===== src/rtl/ifu_pkg.sv =====
// Shared types and constants for the instruction fetch unit.
//   ifu_state_e : fetch FSM state encoding (2-bit)
//   RESP_OKAY   : AXI4-Lite read response value for a successful read
//   NOP         : instruction emitted when a fetch faults (addi x0,x0,0)
package ifu_pkg;

    typedef enum logic [1:0] {
        S_IDLE = 2'd0,
        S_AR   = 2'd1,
        S_R    = 2'd2,
        S_OUT  = 2'd3
    } ifu_state_e;

    localparam logic [1:0]  RESP_OKAY = 2'b00;
    localparam logic [31:0] NOP       = 32'h0000_0013;

endpackage


===== src/rtl/ifu_perf_cnt.sv =====
// Fetch-unit performance counters.
// Ports:
//   clk        in   rising-edge clock
//   rst        in   asynchronous active-low reset
//   xfer       in   an instruction was handed to decode this cycle
//   stall      in   the fetch unit is waiting on the memory bus this cycle
//   perf_fetch out  count of completed decode transfers (wraps at 2^32)
//   perf_stall out  count of bus-wait cycles (wraps at 2^32)
module ifu_perf_cnt (
    input  logic        clk,
    input  logic        rst,
    input  logic        xfer,
    input  logic        stall,
    output logic [31:0] perf_fetch,
    output logic [31:0] perf_stall
);

    logic [31:0] fetch_q;
    logic [31:0] stall_q;

    always_ff @(posedge clk or negedge rst) begin
        if (!rst) begin
            fetch_q <= 32'd0;
            stall_q <= 32'd0;
        end else begin
            if (xfer) begin
                fetch_q <= fetch_q + 32'd1;
            end
            if (stall) begin
                stall_q <= stall_q + 32'd1;
            end
        end
    end

    assign perf_fetch = fetch_q;
    assign perf_stall = stall_q;

endmodule


===== src/rtl/ifu_fetch.sv =====
// Multi-cycle instruction fetch stage with an AXI4-Lite-style read master.
// Takes the next PC from writeback, reads the instruction over AR/R, and hands
// {inst, inst_pc, fetch_err} to decode under valid/ready. One instruction in flight.
// Optional feature macro: IFU_PERF_CNT_EN enables the perf_fetch/perf_stall counters;
// without it both outputs are tied to zero.
// Ports:
//   clk, rst                      clock; asynchronous active-low reset
//   pc_in, pc_valid, pc_ready     next PC from writeback
//   araddr, arvalid, arready      read address channel
//   rdata, rresp, rvalid, rready  read data channel
//   inst, inst_pc, fetch_err,
//   inst_valid, inst_ready        fetched instruction to decode
//   perf_fetch, perf_stall        performance counters
module ifu_fetch
    import ifu_pkg::*;
#(
    parameter logic [31:0] RESET_PC = 32'h8000_0000,
    parameter logic [31:0] NOP_INST = NOP
) (
    input  logic        clk,
    input  logic        rst,
    input  logic [31:0] pc_in,
    input  logic        pc_valid,
    output logic        pc_ready,
    output logic [31:0] araddr,
    output logic        arvalid,
    input  logic        arready,
    input  logic [31:0] rdata,
    input  logic [1:0]  rresp,
    input  logic        rvalid,
    output logic        rready,
    output logic [31:0] inst,
    output logic [31:0] inst_pc,
    output logic        inst_valid,
    input  logic        inst_ready,
    output logic        fetch_err,
    output logic [31:0] perf_fetch,
    output logic [31:0] perf_stall
);

    ifu_state_e  state_q, state_d;
    logic        boot_pend_q, boot_pend_d;
    logic [31:0] fetch_pc_q, fetch_pc_d;
    logic [31:0] inst_q, inst_d;
    logic [31:0] inst_pc_q, inst_pc_d;
    logic        fetch_err_q, fetch_err_d;

    always_ff @(posedge clk or negedge rst) begin
        if (!rst) begin
            state_q     <= S_IDLE;
            boot_pend_q <= 1'b1;
            fetch_pc_q  <= RESET_PC;
            inst_q      <= NOP_INST;
            inst_pc_q   <= 32'd0;
            fetch_err_q <= 1'b0;
        end else begin
            state_q     <= state_d;
            boot_pend_q <= boot_pend_d;
            fetch_pc_q  <= fetch_pc_d;
            inst_q      <= inst_d;
            inst_pc_q   <= inst_pc_d;
            fetch_err_q <= fetch_err_d;
        end
    end

    always_comb begin
        state_d     = state_q;
        boot_pend_d = boot_pend_q;
        fetch_pc_d  = fetch_pc_q;
        inst_d      = inst_q;
        inst_pc_d   = inst_pc_q;
        fetch_err_d = fetch_err_q;

        unique case (state_q)
            S_IDLE: begin
                // The first fetch after reset comes from RESET_PC, not from writeback.
                if (boot_pend_q) begin
                    fetch_pc_d  = RESET_PC;
                    boot_pend_d = 1'b0;
                    state_d     = S_AR;
                end else if (pc_valid) begin
                    fetch_pc_d = pc_in;
                    if (pc_in[1:0] == 2'b00) begin
                        state_d = S_AR;
                    end else begin
                        // Misaligned PC: fault locally, never touch the bus.
                        inst_d      = NOP_INST;
                        fetch_err_d = 1'b1;
                        inst_pc_d   = pc_in;
                        state_d     = S_OUT;
                    end
                end
            end
            S_AR: begin
                if (arready) begin
                    state_d = S_R;
                end
            end
            S_R: begin
                if (rvalid) begin
                    inst_d      = (rresp == RESP_OKAY) ? rdata : NOP_INST;
                    fetch_err_d = (rresp != RESP_OKAY);
                    inst_pc_d   = fetch_pc_q;
                    state_d     = S_OUT;
                end
            end
            S_OUT: begin
                if (inst_ready) begin
                    state_d = S_IDLE;
                end
            end
        endcase
    end

    // Handshake outputs decode registered state only, so no input reaches an output
    // combinationally.
    assign pc_ready   = (state_q == S_IDLE) && !boot_pend_q;
    assign arvalid    = (state_q == S_AR);
    assign araddr     = fetch_pc_q;
    assign rready     = (state_q == S_R);
    assign inst_valid = (state_q == S_OUT);
    assign inst       = inst_q;
    assign inst_pc    = inst_pc_q;
    assign fetch_err  = fetch_err_q;

`ifdef IFU_PERF_CNT_EN
    logic perf_xfer;
    logic perf_wait;

    assign perf_xfer = inst_valid && inst_ready;
    assign perf_wait = (state_q == S_AR) || (state_q == S_R);

    ifu_perf_cnt u_perf_cnt (
        .clk        (clk),
        .rst        (rst),
        .xfer       (perf_xfer),
        .stall      (perf_wait),
        .perf_fetch (perf_fetch),
        .perf_stall (perf_stall)
    );
`else
    assign perf_fetch = 32'd0;
    assign perf_stall = 32'd0;
`endif

endmodule


===== config.mk =====
export PLATFORM = sky130hd
export DESIGN_NAME = ifu_fetch
export DESIGN_NICKNAME = d
export VERILOG_FILES = /design/src/rtl/ifu_pkg.sv /design/src/rtl/ifu_perf_cnt.sv /design/src/rtl/ifu_fetch.sv
export SDC_FILE = /design/constraint.sdc
export NUM_CORES = 1
export LEC_CHECK = 0
export CORE_ASPECT_RATIO = 0.9
export CORE_MARGIN = 2
export CORE_UTILIZATION = 43
export DETAILED_ROUTE_END_ITERATION = 16
export DONT_BUFFER_PORTS = 1
export PLACE_DENSITY = 0.7
export SLEW_MARGIN = 20
export SYNTH_ARGS = -nofsm -noshare
export SYNTH_HDL_FRONTEND = slang
export SYNTH_SLANG_ARGS = --single-unit
export TNS_END_PERCENT = 100

===== constraint.sdc =====
create_clock -name clk -period 4.2 [get_ports clk]
set_input_delay 0.84 -clock clk [delete_from_list [all_inputs] [get_ports clk]]
set_output_delay 0.84 -clock clk [all_outputs]
set_load 0.1 [all_outputs]

==> impl_metrics.py <==
metrics = {
    "setup_path": {
        "cp_max_fo": 5,
        "critPathKind": "register to output port",
        "start_kind": "register",
        "cp.required_ns": 3.36,
        "cp-end-kind": "output port",
        "cp.arrival_ns": 2.09,
    },
    "synthesis": {
        "synth.yosys.seq_area_share": 0.487,
        "ys_ff_latch": 100,
        "ys.flop_type": "dfrtp_1",
        "syn_area_per_cell_um2": 11.0,
        "yosysMostFrequentCell": "dfrtp_1",
        "synth_edf_count": 0,
        "syn_area_um2": 5150,
        "ys_async_sr_fraction": 1.00,
        "synth_area_leaders": "dfrtp_1 46%, mux2_2 11%, buf_4 9.5%",
        "synth_top_area_frac": 0.462,
        "synth_cells": 469,
        "yosysTopAreaCell": "dfrtp_1",
        "synth_warnings": 0,
        "synthDistinctLibCells": 23,
        "synth_common_cells": "95 x dfrtp_1, 65 x buf_4, 61 x nand2_1",
    },
    "die": {
        "dieArea_um2": 12900,
        "start_util": 0.445,
        "row_count": 37,
        "die_w_um": 119,
        "core_area_um2": 11600,
        "die_y_um": 108,
        "io-pin-count": 237,
    },
    "clocking": {
        "cts_tree": "done",
        "cts.sinks": 100,
        "ctsRootBufferMaster": "clkbuf_16",
        "cts_max_path_buffers": 2,
        "hold_buffers": 0,
        "post_cts_resized": 0,
        "cts_setup_buffers": 0,
        "numCtsBuffers": 9,
        "clock_latency_ns": 0.34,
        "path_clk_slew_ns": 0.07,
        "htreeDepth": 3,
    },
    "drt": {
        "vias_per_cell": 4.77,
        "drtIter0Drc": 114,
        "route.detailed.drc": 0,
        "wl_per_cell_um": 16.1,
        "vias": 2965,
        "drt.antenna.violating_nets": 0,
        "wirelength_mm": 9.97,
        "dr.pass1.iters": 4,
    },
    "sta": {
        "fin_crit_sh": 0.699,
        "setup_viol": 0,
        "fin_ws_ns": 1.27,
        "tightest_slew_ns": 1.10,
        "rsz0062_at_grt": "no",
        "finalMaxSlewViolations": 0,
        "finalHoldViolCount": 0,
        "fin_setup_tns_ns": 0,
        "whs_ns": 0.189,
        "max_freq_mhz": 341,
        "slew_headroom": 0.265,
        "skew_ns": 0.00661,
        "period_minus_slack_ns": 2.93,
    },
    "final_layout": {
        "drive_gt1_frac": 0.168,
        "syn2layout_area_growth_pct": 3.91,
        "antenna_cells": 0,
        "n_fill_cell": 1081,
        "nets": 538,
    },
    "global_routing": {
        "groute.usage.overall": 0.156,
        "grt_overflow": 0,
        "grt_pass1_vias": 2931,
        "grt_start_max_net_pins": 101,
        "grt_pass1_wl_mm": 15.6,
        "antenna_found_initial": 0,
    },
    "status": {
        "status": "finished, final reports clean",
    },
    "flow_run": {
        "max-cap-violations": 0,
    },
    "hold_path": {
        "hold_class": "primary input to asynchronous set/reset pin",
    },
    "placed_design": {
        "place_ws_ns": 1.58,
        "gp_congestion": 0.699,
        "place_hpwl_mm": 6.91,
        "port-buffer-count": 0,
    },
}
-- critical path, stage by stage, from the launching register on --
cell and delay (ns):
dfrtp_1 0.41, inv_1 0.16, ha_1 0.27, nor2b_2 0.92
-- cell usage in the layout (no fill, tap or decap) --
cell type,n
dfrtp_1,95
conb_1,64
nand2_1,61
mux2_2,48
inv_1,34
nand2b_1,34
mux2i_1,32
o21ai_0,32
mux2_1,20
clkbuf_16,9
nor2b_1,5
ha_1,5
dfstp_2,5
buf_4,3
nor2_1,2
bufinv_16,2
clkbuf_8,2
nor2b_2,1
nor3b_2,1
o21bai_4,1
a2111oi_4,1
nor3b_1,1
a2111oi_1,1
o21ai_4,1
ha_2,1
clkbuf_1,1
clkinvlp_4,1
clkinv_2,1
buf_12,1
-- area by class of cell --
type                    instances  area (µm²)  area share
multi-input cells             311        2150       0.401
clock buffers                  12         256      0.0480
clock inverters                 4        72.6      0.0136
well taps                     156         195      0.0365
repair buffers                  4        42.5     0.00795
flip-flops and latches        100        2510       0.469
inverters                      34         128      0.0239
-- logic make-up (layout without fill, tap and decap cells) --
logic type               count (synthesis)  after routing  synth area share
buffers and inverters                  121             54             0.145
AND/OR/NAND/NOR                        105            105            0.0984
multiplexers                           100            100             0.211
flip-flops                             100            100             0.487
AO/OA/AOI/OAI                           36             36            0.0430
adder cells (fa/ha/maj)                  6              6            0.0146
other                                    1             64          0.000729
-- per-layer routing --
layer	share of wire	GRT usage
met4	0.011	0.0479
met2	0.49	0.258
met5	0	0
met3	0.096	0.0620
met1	0.41	0.189
-- worst paths after layout --
check / start / endpoint / slack (ns) / cells after the start
worst max-delay path: state_q[0] / pc_ready / 1.27 / 3
worst min-delay path: rst / inst_pc[4] / 0.19 / 0
worst max register to register: state_q[0] / inst[27] / 1.62 / 7
worst min register to register: state_q[0] / state_q[0] / 0.68 / 2
max in group asynchronous: rst / inst[0] / 3.81 / 0
min in group clk: rdata[23] / inst[23] / 0.63 / 2
-- flip-flops by register name, indices dropped and copies added (netlist names) --
signal and flops:
araddr 32, boot_pend_q 1, fetch_err 1, inst 32, inst_pc 32, state_q 2
-- through the flow --
stage | instance area (µm²) | util | std cells
2_1_floorplan | 5380 | - | 532
3_3_place_gp | 5020 | 0.434 | 605
3_5_place_dp | 5020 | 0.434 | 605
4_1_cts | 5350 | 0.462 | 621
5_1_grt | 5350 | 0.462 | 621
6_report | 5350 | 0.462 | 621
Power is not shown: default switching activity piles up to over one toggle a cycle in this logic, so the estimate is an artifact.
